[config.mk]
export PLATFORM = sky130hd
export DESIGN_NAME = pc_sequencer_flat
export DESIGN_NICKNAME = d
export VERILOG_FILES = /design/src/rtl/pc_pkg.sv /design/src/rtl/pc_sequencer_if.sv /design/src/rtl/pc_next_calc.sv /design/src/rtl/pc_sequencer.sv /design/src/flat_wrapper.sv
export SDC_FILE = /design/constraint.sdc
export NUM_CORES = 1
export LEC_CHECK = 0
export BUFFER_PORTS_ARGS = -buffer_cell sky130_fd_sc_hd__buf_2
export CAP_MARGIN = 20
export CORE_ASPECT_RATIO = 0.9
export CORE_MARGIN = 2
export CORE_UTILIZATION = 55
export CTS_CLUSTER_DIAMETER = 150
export DETAILED_ROUTE_END_ITERATION = 8
export HOLD_SLACK_MARGIN = 0.15
export MAX_ROUTING_LAYER = met4
export PLACE_DENSITY = 0.83
export SETUP_SLACK_MARGIN = 0.1
export SYNTH_ARGS = -nofsm -noshare
export SYNTH_HDL_FRONTEND = slang
export SYNTH_SLANG_ARGS = --single-unit
[constraint.sdc]
create_clock -name Clk -period 5.87 [get_ports Clk]
set_input_delay 1.4675 -clock Clk [delete_from_list [all_inputs] [get_ports Clk]]
set_output_delay 1.4675 -clock Clk [all_outputs]
set_load 0.03 [all_outputs]
[src/rtl/pc_pkg.sv]
// pc_pkg: shared types and constants for the PC sequencer.
//   state_t      - control FSM states (IDLE, RUN, HALT)
//   pc_op_t      - next-PC selection handed to pc_next_calc
//   LUT_W        - width of the branch-target LUT index
//   REL_ABS_BIT  - branch_sel bit choosing absolute (1) or relative (0) targets
package pc_pkg;

    typedef enum logic [1:0] {
        IDLE = 2'd0,
        RUN  = 2'd1,
        HALT = 2'd2
    } state_t;

    typedef enum logic [1:0] {
        OP_HOLD = 2'd0,
        OP_INC  = 2'd1,
        OP_REL  = 2'd2,
        OP_ABS  = 2'd3
    } pc_op_t;

    localparam int LUT_W       = 3;
    localparam int REL_ABS_BIT = 2;

endpackage

[src/rtl/pc_sequencer_if.sv]
// pc_sequencer_if: control/fetch bundle between the core (master) and the
// PC sequencer (slave).
//   master drives: start, stall, halt, branch_en, branch_taken, branch_sel,
//                  lut_target (returned by the branch-target LUT)
//   slave drives:  lut_addr, pc, running, done, instr_count
//                  fault (only when PC_BOUNDS_CHECK_EN is defined)
interface pc_sequencer_if
    import pc_pkg::*;
#(
    parameter int D     = 12,
    parameter int CNT_W = 16
);
    logic             start;
    logic             stall;
    logic             halt;
    logic             branch_en;
    logic             branch_taken;
    logic [LUT_W-1:0] branch_sel;
    logic [LUT_W-1:0] lut_addr;
    logic [D-1:0]     lut_target;
    logic [D-1:0]     pc;
    logic             running;
    logic             done;
    logic [CNT_W-1:0] instr_count;
`ifdef PC_BOUNDS_CHECK_EN
    logic             fault;
`endif

    modport master (
        output start, stall, halt, branch_en, branch_taken, branch_sel, lut_target,
        input  lut_addr, pc, running, done, instr_count
`ifdef PC_BOUNDS_CHECK_EN
        , input fault
`endif
    );

    modport slave (
        input  start, stall, halt, branch_en, branch_taken, branch_sel, lut_target,
        output lut_addr, pc, running, done, instr_count
`ifdef PC_BOUNDS_CHECK_EN
        , output fault
`endif
    );

endinterface

[src/rtl/pc_next_calc.sv]
// pc_next_calc: combinational next-PC mux/adder.
//   pc         - current program counter
//   lut_target - branch target from the LUT (offset for OP_REL, address for OP_ABS)
//   op         - hold / increment / relative / absolute
//   pc_next    - candidate next PC; additions wrap modulo 2^D by design
module pc_next_calc
    import pc_pkg::*;
#(
    parameter int D = 12
) (
    input  logic [D-1:0] pc,
    input  logic [D-1:0] lut_target,
    input  pc_op_t        op,
    output logic [D-1:0] pc_next
);

    always_comb begin
        pc_next = pc;
        unique case (op)
            OP_INC:  pc_next = pc + D'(1);
            OP_REL:  pc_next = pc + lut_target;
            OP_ABS:  pc_next = lut_target;
            default: pc_next = pc;
        endcase
    end

endmodule

[src/rtl/pc_sequencer.sv]
// pc_sequencer: program counter and IDLE/RUN/HALT fetch sequencer.
//   Clk   - core clock, rising edge
//   Reset - asynchronous, active-high
//   bus   - pc_sequencer_if slave: start/stall/halt/branch controls in,
//           lut_addr out / lut_target in, pc, running, done, instr_count out
// Optional build macro PC_BOUNDS_CHECK_EN: adds PROG_LEN and bus.fault; any
// next PC at or beyond PROG_LEN halts with the PC parked on the faulting
// instruction.
module pc_sequencer
    import pc_pkg::*;
#(
    parameter int           D          = 12,
    parameter logic [D-1:0] START_ADDR = '0,
    parameter int           CNT_W      = 16
`ifdef PC_BOUNDS_CHECK_EN
    , parameter int         PROG_LEN   = 4096
`endif
) (
    input  logic           Clk,
    input  logic           Reset,
    pc_sequencer_if.slave  bus
);

    state_t           state, state_next;
    pc_op_t           op;
    logic [D-1:0]     pc_q, pc_d, pc_cand;
    logic [CNT_W-1:0] cnt_q, cnt_d, cnt_inc;
    logic             taken;
`ifdef PC_BOUNDS_CHECK_EN
    logic             fault_q, fault_d;
`endif

    assign bus.lut_addr = bus.branch_sel;
    assign taken   = bus.branch_en & bus.branch_taken & ~bus.stall & ~bus.halt;
    assign cnt_inc = (cnt_q == '1) ? cnt_q : cnt_q + CNT_W'(1);

    // Op selection depends only on state and inputs, so the bounds check
    // below can look at the candidate without forming a combinational loop.
    always_comb begin
        op = OP_HOLD;
        if (state == RUN && !bus.halt && !bus.stall) begin
            if (taken)
                op = bus.branch_sel[REL_ABS_BIT] ? OP_ABS : OP_REL;
            else
                op = OP_INC;
        end
    end

    pc_next_calc #(.D(D)) u_next (
        .pc         (pc_q),
        .lut_target (bus.lut_target),
        .op         (op),
        .pc_next    (pc_cand)
    );

    always_comb begin
        state_next = state;
        pc_d       = pc_q;
        cnt_d      = cnt_q;
`ifdef PC_BOUNDS_CHECK_EN
        fault_d    = fault_q;
`endif
        unique case (state)
            IDLE: begin
                pc_d = START_ADDR;
                if (bus.start) begin
                    state_next = RUN;
                    cnt_d      = '0;
                end
            end
            RUN: begin
                if (bus.halt) begin
                    state_next = HALT;
                    cnt_d      = cnt_inc;
                end else if (!bus.stall) begin
                    cnt_d = cnt_inc;
                    pc_d  = pc_cand;
`ifdef PC_BOUNDS_CHECK_EN
                    if (32'(pc_cand) >= 32'(PROG_LEN)) begin
                        state_next = HALT;
                        pc_d       = pc_q;
                        fault_d    = 1'b1;
                    end
`endif
                end
            end
            HALT: begin
                if (bus.start) begin
                    state_next = RUN;
                    pc_d       = START_ADDR;
                    cnt_d      = '0;
`ifdef PC_BOUNDS_CHECK_EN
                    fault_d    = 1'b0;
`endif
                end
            end
            default: begin
                state_next = IDLE;
                pc_d       = START_ADDR;
            end
        endcase
    end

    always_ff @(posedge Clk or posedge Reset) begin
        if (Reset) begin
            state   <= IDLE;
            pc_q    <= START_ADDR;
            cnt_q   <= '0;
`ifdef PC_BOUNDS_CHECK_EN
            fault_q <= 1'b0;
`endif
        end else begin
            state   <= state_next;
            pc_q    <= pc_d;
            cnt_q   <= cnt_d;
`ifdef PC_BOUNDS_CHECK_EN
            fault_q <= fault_d;
`endif
        end
    end

    assign bus.pc          = pc_q;
    assign bus.running     = (state == RUN);
    assign bus.done        = (state == HALT);
    assign bus.instr_count = cnt_q;
`ifdef PC_BOUNDS_CHECK_EN
    assign bus.fault       = fault_q;
`endif

endmodule

[src/flat_wrapper.sv]
// flat-port wrapper written by rule: the top's interface ports become plain ports
module pc_sequencer_flat import pc_pkg::*;
#(
    parameter int           D          = 12,
    parameter logic [D-1:0] START_ADDR = '0,
    parameter int           CNT_W      = 16

)
  (Clk, Reset, bus_start, bus_stall, bus_halt, bus_branch_en, bus_branch_taken, bus_branch_sel, bus_lut_target, bus_lut_addr, bus_pc, bus_running, bus_done, bus_instr_count);
  pc_sequencer_if #(.D(D), .CNT_W(CNT_W)) bus_i ();
  input  logic Clk;
  input  logic Reset;
  input wire logic [$bits(bus_i.start)-1:0] bus_start;
  input wire logic [$bits(bus_i.stall)-1:0] bus_stall;
  input wire logic [$bits(bus_i.halt)-1:0] bus_halt;
  input wire logic [$bits(bus_i.branch_en)-1:0] bus_branch_en;
  input wire logic [$bits(bus_i.branch_taken)-1:0] bus_branch_taken;
  input wire logic [$bits(bus_i.branch_sel)-1:0] bus_branch_sel;
  input wire logic [$bits(bus_i.lut_target)-1:0] bus_lut_target;
  output wire logic [$bits(bus_i.lut_addr)-1:0] bus_lut_addr;
  output wire logic [$bits(bus_i.pc)-1:0] bus_pc;
  output wire logic [$bits(bus_i.running)-1:0] bus_running;
  output wire logic [$bits(bus_i.done)-1:0] bus_done;
  output wire logic [$bits(bus_i.instr_count)-1:0] bus_instr_count;
  assign bus_i.start = bus_start;
  assign bus_i.stall = bus_stall;
  assign bus_i.halt = bus_halt;
  assign bus_i.branch_en = bus_branch_en;
  assign bus_i.branch_taken = bus_branch_taken;
  assign bus_i.branch_sel = bus_branch_sel;
  assign bus_i.lut_target = bus_lut_target;
  assign bus_lut_addr = bus_i.lut_addr;
  assign bus_pc = bus_i.pc;
  assign bus_running = bus_i.running;
  assign bus_done = bus_i.done;
  assign bus_instr_count = bus_i.instr_count;
  pc_sequencer #(.D(D), .START_ADDR(START_ADDR), .CNT_W(CNT_W)) u_core (.Clk(Clk), .Reset(Reset), .bus(bus_i));
endmodule
==> flow_summary.ini, run 1 <==
[status]
outcome = finished clean

[power]
power_uw = 524
p_int_uw = 347
p_leak_uw = 0.00123
p_clk_frac = 0.345
pwr-share-comb = 0.215
p_seq_frac = 0.440
p_sw_uw = 177
p_sw_frac = 0.338
p_per_area_nw_per_um2 = 209
ir_drop_mv = 0.233

[synth]
synthMuxAreaShare = 0.0235
synth_top_family_by_area = simple AND/OR/NAND/NOR gates
synth-seq-cells = 30
synth_adder_area_share = 0.0799
yosysWarningCount = 0
syn_nets = 277
synth_cell_types = 49
ys_top_cells_by_count = dfrtp_1 (30), nand2_1 (20), nor2_1 (18)
synth_top_area_cell = dfrtp_1
yosysSeqAreaShare = 0.352
synthArstFlopShare = 1.00
synth_compound_area_frac = 0.203
synth_area_um2 = 2130
synthTopCellsByArea = dfrtp_1 (35%), ha_1 (7.0%), xor2_1 (4.1%), o21ai_0 (3.8%), nand2_1 (3.5%)
synth-simple-area-share = 0.227
syn_area_per_cell_um2 = 8.80
synthXorXnorAreaFrac = 0.0740
netlist_instances = 242
synth-edff-count = 0
yosysMostFrequentCell = dfrtp_1
synthFlopType = dfrtp_1
yosysTopAreaCellShare = 0.352

[timing]
rsz0062_at_grt = no
post-route-period-util = 0.692
setup-tns-final_ns = 0
tightest_slew_ns = 1.12
finalCriticalPeriod_ns = 4.06
max_slew_margin = 0.256
final_hold_viol_count = 0
final_max_slew_viol_count = 0
final-setup-viol-count = 0
clock_skew_ns = 0.0107
timing.fmax_ghz = 0.246

[placed_design]
portBuffers = 50
gp_congestion = 0.885
hpwlAfterDp_um = 3580
placedInstanceArea_um2 = 2410

[cts]
clock_latency_ns = 0.29
cts_made_buffers = 5
cts_tree = built
cts_setup_buffers = 0
cts_root_buffer = clkbuf_8
cts-resized-gates = 0
cts.sinks = 30
htreeDepth = 2
ctsLongestPathBuffers = 2
cts_hold_buf = 0
path_clk_slew_ns = 0.07

[setup_path]
reg2reg_slack_ns = 2.69
cp.arrival_ns = 4.22
r2r_cells = 12
end_kind = register
rr_startpoint = u_core.state[1]
path_cells = buf_2, or4b_1, nor3_1, buf_4, or2b_1, ha_1, inv_1, fa_1, nand2b_1, o2bb2ai_1, a2111oi_0, a211oi_1, nand2_1
cp_slowest_cell = or4b_1
r2r_end = u_core.bus.pc[10]
slowest_delay_ns = 0.69
crit_family = simple AND/OR/NAND/NOR gates
cp-start-kind = input pin
cp.required_ns = 6.03
path_buf_inv = 3
cp_max_fo = 11
setup.worst_path.class = in -> reg

[detailed_routing]
drc = 0
wirelength_um = 4940
wl_per_cell_um = 14.5
routed_via_density = 6.01
vias = 2042
drtIter0Drc = 159
antenna_left = 0
dr.pass1.iters = 4

[global_route]
grt-ovfl-total = 0
antenna_found_initial = 0
first_global_vias = 1779
grt_pass1_wl_um = 8270
grt_usage = 0.241
grt_max_degree = 31

[final_layout]
finalInstanceArea_um2 = 2500
syn_to_final_growth_pct = 17.4
final_nets = 328
drive_above_1_share = 0.224
n_antenna_cell = 0

[min_path]
holdPathEnd = u_core.bus.pc[2]
hold_class = reg -> reg
worstHoldStart = u_core.bus.pc[2]
holdPathStages = 2

[run]
maxCapViolCount = 0

[die]
core_area_um2 = 3700
die_area_um2 = 4390
start_util = 0.575
row_count = 21
die_w_um = 69.6
io_pins = 55
dieHeight_um = 63.1
-- registers in the layout (all words and copies together) (netlist names) --
| register | flops |
|---|---|
| u_core.state | 2 |
| u_core.bus.pc | 12 |
| u_core.bus.instr_count | 16 |
-- routing by layer --
metal,vias to the layer above,global-route usage,part of all wire
li1,980,-,-
met1,972,0.352,0.51
met2,81,0.335,0.40
met3,9,0.0464,0.071
met4,0,0.0889,0.014
met5,-,-,0
-- per-stage QoR --
step,hold WS [ns],setup slack [ns],util,std cells
2_1_floorplan,0.559,1.85,-,242
3_3_place_gp,0.500,1.60,0.651,332
3_5_place_dp,0.507,1.54,0.651,332
4_1_cts,0.524,1.83,0.675,340
5_1_grt,0.574,1.63,0.675,340
6_report,0.513,1.81,0.675,340
-- power by group through the flow --
stage	combinational [uW]	clock [uW]	sequential, uW
after detailed placement	111	0	234
final	112	181	230
after global placement	109	0	233
after global routing	125	192	233
after floorplan	63.9	0	249
after CTS	112	182	230
-- kinds of logic (layout without fill, tap and decap cells) --
group                    after synthesis  count (layout)
AND/OR/NAND/NOR                       90              90
AO/OA/AOI/OAI                         66              66
flip-flops                            30              30
buffers and inverters                 20              72
XOR/XNOR                              18              18
adder cells (fa/ha/maj)               13              13
multiplexers                           5               5
-- placed cells by master (no fill, tap or decap), drive strengths merged, types with 8 or more instances in the layout --
cell type   n
buf        52
dfrtp      30
nand2      20
nor2       18
o21ai      18
inv        12
ha         12
and2       11
a21oi      11
xor2       10
nand3       9
xnor2       8
nor3        8
-- worst max-delay path by stage --
stage	depth (start not counted)	end	from
6_report	13	u_core.bus.pc[10]	bus_halt
5_1_grt	12	u_core.bus.pc[11]	bus_halt
4_1_cts	13	u_core.bus.pc[10]	bus_halt
3_5_place_dp	13	u_core.bus.pc[10]	bus_halt
3_3_place_gp	13	u_core.bus.pc[10]	bus_halt
2_1_floorplan	11	u_core.bus.pc[8]	bus_halt
-- area by class of cell --
type                    count  area (um^2)
clock inverters             1         5.00
fillers                   290         1200
multi-input cells         192         1290
well taps                  46         57.6
inverters                  12         45.0
repair buffers             52          265
clock buffers               7         86.3
flip-flops and latches     30          751
-- tightest hold or removal path, cell delays in order, from the launching register on --
cell and delay (ns):
dfrtp_1 0.37, nand2_1 0.05, o21ai_0 0.06
Power figures use the tool's default switching activity.
==> inputs of run 2 (changes only) <==
--- a/config.mk
+++ b/config.mk
@@ -5,16 +5,17 @@
 export SDC_FILE = /design/constraint.sdc
 export NUM_CORES = 1
 export LEC_CHECK = 0
+export ABC_AREA = 1
 export BUFFER_PORTS_ARGS = -buffer_cell sky130_fd_sc_hd__buf_2
 export CAP_MARGIN = 20
 export CORE_ASPECT_RATIO = 0.9
 export CORE_MARGIN = 2
-export CORE_UTILIZATION = 55
+export CORE_UTILIZATION = 50
 export CTS_CLUSTER_DIAMETER = 150
 export DETAILED_ROUTE_END_ITERATION = 8
 export HOLD_SLACK_MARGIN = 0.15
 export MAX_ROUTING_LAYER = met4
-export PLACE_DENSITY = 0.83
+export PLACE_DENSITY = 0.77
 export SETUP_SLACK_MARGIN = 0.1
 export SYNTH_ARGS = -nofsm -noshare
 export SYNTH_HDL_FRONTEND = slang
==> constraint.sdc (replaced) <==
create_clock -name Clk -period 3.3 [get_ports Clk]
set_input_delay 0.825 -clock Clk [delete_from_list [all_inputs] [get_ports Clk]]
set_output_delay 0.825 -clock Clk [all_outputs]
set_load 0.03 [all_outputs]
==> run 2 against run 1 <==
  * Sequential cell count unchanged
  * Final cell count up 48%
  * Sequential share of layout area is 3.8 points lower
  * Via count up 25%
  * Routed wire length grew 20%
  * Worst hold slack gained 0.0010 ns
  * Combinational power rose to 4.2 times the previous value
  * Clock skew is 0.0057 ns lower
  * First-iteration DRC count increased by 34%
  * Total power grew 140%
  * Critical path type unchanged
  * Largest cell class unchanged
==> flow_summary.ini, run 2 <==
[synth]
synth-edff-count = 0
netlist_instances = 389
ys_top_cells_by_count = nand2_1 (123), inv_1 (56), nor2_1 (51)
syn_nets = 424
synthTopCellsByArea = dfrtp_1 (30%), nand2_1 (19%), inv_1 (8.4%), nor2_1 (7.7%), ha_1 (6.0%)
synthFlopType = dfrtp_1
synth_top_area_cell = dfrtp_1
yosysMostFrequentCell = nand2_1
synth_cell_types = 31
yosysWarningCount = 0
synthArstFlopShare = 1.00
synth-seq-cells = 30
synth_area_um2 = 2490
syn_area_per_cell_um2 = 6.41
yosysTopAreaCellShare = 0.301
yosysSeqAreaShare = 0.301

[global_route]
grt_pass1_wl_um = 9940
grt_usage = 0.230
antenna_found_initial = 0
grt_max_degree = 31
grt-ovfl-total = 0
grtUsageMet3 = 0.0395
met1_usage = 0.358
gr-max-usage-layer = met1
met2_usage = 0.303
first_global_vias = 2129

[final_layout]
layout_commonest_cell = nand2_1
largest_reg_flops = 16
finalInstanceArea_um2 = 2870
drive_above_1_share = 0.178
final_cell_mix = nand2_1 (123), inv_1 (56), nor2_1 (51)
syn_to_final_growth_pct = 15.0
n_antenna_cell = 0
final_nets = 473

[min_path]
holdPathEnd = u_core.bus.pc[2]
holdPathStages = 2
worstHoldStart = u_core.bus.pc[2]
hold_class = reg -> reg

[die]
row_count = 24
core_area_um2 = 4830
dieHeight_um = 71.0
start_util = 0.516
io_pins = 55
die_area_um2 = 5570
die_w_um = 78.4

[power]
p_per_area_nw_per_um2 = 434
p_seq_frac = 0.365
p_sw_uw = 546
p_sw_frac = 0.439
p_leak_uw = 0.00164
pwr-share-comb = 0.375
p_int_uw = 698
ir_drop_mv = 0.256
p_clk_frac = 0.260

[timing]
rsz0062_at_grt = no
final_max_slew_viol_count = 0
setup-tns-final_ns = 0
final-setup-viol-count = 0
finalCriticalPeriod_ns = 2.83
clock_skew_ns = 0.00498
timing.fmax_ghz = 0.353
max_slew_margin = 0.667
whs_ns = 0.514
final_hold_viol_count = 0
post-route-period-util = 0.859
tightest_slew_ns = 0.499

[cts]
cts_root_buffer = clkbuf_8
htreeDepth = 2
path_clk_slew_ns = 0.07
cts.sinks = 30
clock_latency_ns = 0.29
cts_tree = built
ctsLongestPathBuffers = 2
cts-resized-gates = 0
cts_hold_buf = 0
cts_made_buffers = 5
cts_setup_buffers = 0

[detailed_routing]
drtIter0Drc = 213
drc = 0
wirelength_um = 5910
dr.pass1.iters = 5
wl_per_cell_um = 11.7
antenna_left = 0
routed_via_density = 5.05
vias = 2546

[setup_path]
reg2reg_slack_ns = 0.59
setup.worst_path.class = in -> reg
end_kind = register
rr_startpoint = u_core.state[0]
path_buf_inv = 4
cp-start-kind = input pin
r2r_cells = 14
cp_max_fo = 10
slowest_delay_ns = 0.42
cp.arrival_ns = 3.01
crit_family = simple AND/OR/NAND/NOR gates
path_cells = buf_2, inv_1, nand2_1, nor2_2, nand2_1, inv_1, nand2_1, ha_1, inv_1, fa_1, o21bai_1, nand2_1, nand3_1, nand2_1, o21ai_1, nand2_1
cp.required_ns = 3.48
crit_top_cell = nand2_1
r2r_end = u_core.bus.pc[8]
cp_slowest_cell = fa_1

[status]
outcome = finished clean

[placed_design]
placedInstanceArea_um2 = 2770
hpwlAfterDp_um = 4410
gp_congestion = 0.968
portBuffers = 50

[run]
maxCapViolCount = 0
-- run 2: power groups by stage --
| stage | Combinational [uW] | Sequential [uW] | Clock [uW] |
|---|---|---|---|
| floorplan | 349 | 490 | 0 |
| global placement | 457 | 460 | 0 |
| detailed placement | 466 | 461 | 0 |
| CTS | 468 | 454 | 332 |
| global route | 518 | 461 | 345 |
| finish | 466 | 454 | 323 |
-- run 2: cells by family after synthesis --
| kind of cell | count (synthesis) | share of synthesized area |
|---|---|---|
| flops | 30 | 0.301 |
| simple gates | 221 | 0.372 |
| compound gates | 43 | 0.0933 |
| buf+inv | 68 | 0.116 |
| xor+xnor | 14 | 0.0492 |
| fa+ha+maj | 13 | 0.0682 |
-- run 2: area by class of cell --
type | count | area [um^2]
Multi-Input combinational cell | 291 | 1450
Timing Repair Buffer | 53 | 273
Inverter | 57 | 214
Sequential cell | 30 | 751
Clock buffer | 6 | 82.6
Fill cell | 486 | 1970
Tap cell | 65 | 81.3
Clock inverter | 2 | 12.5
-- run 2: metrics by stage --
stage                     utilization  instances  total power, uW  setup slack (ns)
after floorplan                     -        389              838             0.680
after global placement          0.573        496              917             0.365
after detailed placement        0.573        496              927             0.207
after CTS                       0.593        504             1250             0.499
after global routing            0.593        504             1330             0.186
final                           0.593        504             1240             0.467
-- run 2: how the worst max path moves through the flow --
stage	startpoint	to	slack, ns	cells past startpoint
after floorplan	bus_halt	u_core.bus.pc[8]	0.68	15
after global placement	bus_halt	u_core.bus.pc[8]	0.36	16
after detailed placement	bus_halt	u_core.bus.pc[8]	0.21	16
after CTS	bus_halt	u_core.bus.pc[8]	0.50	16
after global routing	bus_halt	u_core.bus.pc[8]	0.19	16
final	bus_halt	u_core.bus.pc[8]	0.47	16
-- run 2: metal layers --
metal | part of all wire | routed length, um | vias up
met5 | 0 | 0 | -
met3 | 0.067 | 395 | 6
li1 | - | - | 1307
met4 | 0.0093 | 55 | 0
met1 | 0.52 | 3050 | 1147
met2 | 0.41 | 2410 | 86
-- run 2: worst register-to-register path, delay by kind of cell, from the launching register on --
family / cells / cell delay, ns
AO/OA/AOI/OAI: 2 / 0.36
AND/OR/NAND/NOR: 8 / 0.94
flip-flops: 1 / 0.49
buffers and inverters: 2 / 0.18
adder cells (fa/ha/maj): 2 / 0.62
==> inputs of run 3 (changes only) <==
--- a/config.mk
+++ b/config.mk
@@ -10,12 +10,12 @@
 export CAP_MARGIN = 20
 export CORE_ASPECT_RATIO = 0.9
 export CORE_MARGIN = 2
-export CORE_UTILIZATION = 50
+export CORE_UTILIZATION = 55
 export CTS_CLUSTER_DIAMETER = 150
 export DETAILED_ROUTE_END_ITERATION = 8
 export HOLD_SLACK_MARGIN = 0.15
 export MAX_ROUTING_LAYER = met4
-export PLACE_DENSITY = 0.77
+export PLACE_DENSITY = 0.81
 export SETUP_SLACK_MARGIN = 0.1
 export SYNTH_ARGS = -nofsm -noshare
 export SYNTH_HDL_FRONTEND = slang
==> constraint.sdc (replaced) <==
create_clock -name Clk -period 3.4 [get_ports Clk]
set_input_delay 0.85 -clock Clk [delete_from_list [all_inputs] [get_ports Clk]]
set_output_delay 0.85 -clock Clk [all_outputs]
set_load 0.03 [all_outputs]
==> run 3 against run 2 <==
  * Combinational power decreased by 2%
  * Sequential power shrank 3%
  * Total power grew 2.4%
  * Via count rose by 1.8%
  * Largest cell class unchanged
  * Non-clock buffer count unchanged
  * Die area down 8.6%
  * First-iteration DRC count decreased by 14%
  * Critical path depth grew 1
  * Utilization grew 6.1 points
  * Final cell count down 0.79%
==> flow_summary.ini, run 3 (same netlist as run 2, synthesis figures left out) <==
[power]
pwr-share-comb = 0.359
p_clk_frac = 0.295
p_seq_frac = 0.346
ir_drop_mv = 0.291
p_sw_frac = 0.412
p_int_uw = 749
p_leak_uw = 0.00165
power_uw = 1270
p_sw_uw = 524
p_per_area_nw_per_um2 = 442

[timing]
rsz0062_at_grt = no
final_max_slew_viol_count = 0
clock_skew_ns = 0.00623
timing.fmax_ghz = 0.355
tightest_slew_ns = 0.491
final_hold_viol_count = 0
post-route-period-util = 0.829
setup-tns-final_ns = 0
finalCriticalPeriod_ns = 2.82
final-setup-viol-count = 0
max_slew_margin = 0.672

[detailed_routing]
wl_per_cell_um = 12.3
drtIter0Drc = 183
antenna_left = 0
dr.pass1.iters = 5
vias = 2591
drc = 0
routed_via_density = 5.18
wirelength_um = 6170

[final_layout]
multi_input_area_um2 = 1450
regArea_um2 = 751
final_util = 0.654
syn_to_final_growth_pct = 15.5
largest_reg_flops = 16
layout_commonest_cell = nand2_1
fin_cells = 500
final_nets = 473
drive_above_1_share = 0.176
n_antenna_cell = 0
n_fill_cell = 411
final_cell_mix = nand2_1 (123), inv_1 (56), nor2_1 (51)

[global_route]
grt_pass1_wl_um = 10000
first_global_vias = 2167
grt_usage = 0.263
grt_max_degree = 31
grt-ovfl-total = 0
antenna_found_initial = 0

[placed_design]
dp_cells = 493
portBuffers = 50
hpwlAfterDp_um = 4520
gp_congestion = 0.962

[die]
row_count = 23
io_pins = 55
die_w_um = 75.0
core_area_um2 = 4400
dieHeight_um = 67.9
die_area_um2 = 5090
start_util = 0.566

[cts]
cts_setup_buffers = 0
ctsLongestPathBuffers = 2
cts-resized-gates = 0
htreeDepth = 2
path_clk_slew_ns = 0.07
cts_root_buffer = clkbuf_8
cts.sinks = 30
clock_latency_ns = 0.28
cts_tree = built
cts_hold_buf = 0
cts_made_buffers = 5

[status]
outcome = finished clean

[setup_path]
path_cells = buf_2, inv_1, nand2_1, nor2_2, nand2_1, inv_1, nand2_1, inv_1, ha_1, nand3_1, nand3_1, nand2_1, nand2_1, a21oi_1, o21ai_0, nand2_1, nand2_1
cp_slowest_cell = nand2_1
r2r_cells = 15
crit_family = simple AND/OR/NAND/NOR gates
slowest_delay_ns = 0.31
reg2reg_slack_ns = 0.74
cp.depth = 17
path_buf_inv = 4
cp_max_fo = 10
cp.required_ns = 3.58
cp.arrival_ns = 3.00
setup.worst_path.class = in -> reg
cp-start-kind = input pin
crit_top_cell = nand2_1
end_kind = register

[min_path]
holdPathStages = 2
hold_class = reg -> reg

[run]
maxCapViolCount = 0
## run 3: cell type report
cell class	count	share of cell area
clock buffers	6	0.0287
clock inverters	1	0.0104
inverters	57	0.0743
multi-input cells	291	0.504
flip-flops and latches	30	0.261
well taps	62	0.0269
repair buffers	53	0.0947
## run 3: power by group through the flow
| stage | sequential [uW] | combinational, uW | clock, uW |
|---|---|---|---|
| global route | 448 | 508 | 393 |
| detailed placement | 447 | 457 | 0 |
| finish | 441 | 457 | 376 |
| floorplan | 475 | 339 | 0 |
| global placement | 446 | 445 | 0 |
| CTS | 441 | 459 | 383 |
## run 3: worst reg2reg max path: cells and delay by family, from the launching register on
family,cells,cell delay (ns)
and+or+nand+nor,10,1.36
DFF,1,0.51
buffers and inverters,2,0.23
adders and majority gates,1,0.23
AOI/OAI and AO/OA,2,0.23
## run 3: per-stage QoR
stage,instance area (um^2),setup slack [ns],hold WS [ns]
global route,2880,0.336,0.550
finish,2880,0.581,0.517
floorplan,2490,0.755,0.546
detailed placement,2770,0.344,0.504
global placement,2770,0.440,0.493
CTS,2880,0.626,0.521
## run 3: worst paths after layout
path                                   from                          to
hold / removal             u_core.bus.pc[5]            u_core.bus.pc[5]
setup / recovery                   bus_halt            u_core.bus.pc[7]
max in group asynchronous             Reset   u_core.bus.instr_count[6]
hold reg to reg            u_core.bus.pc[5]            u_core.bus.pc[5]
min in group asynchronous             Reset  u_core.bus.instr_count[10]
setup reg to reg            u_core.state[0]            u_core.bus.pc[7]
## run 3: per-layer routing
layer  vias to the layer above  track usage  share of wire
met2                       114        0.362           0.41
met3                         6       0.0412          0.075
met1                      1171        0.392           0.50
li1                       1300            -              -
met5                         -            -              0
met4                         0       0.0848          0.011
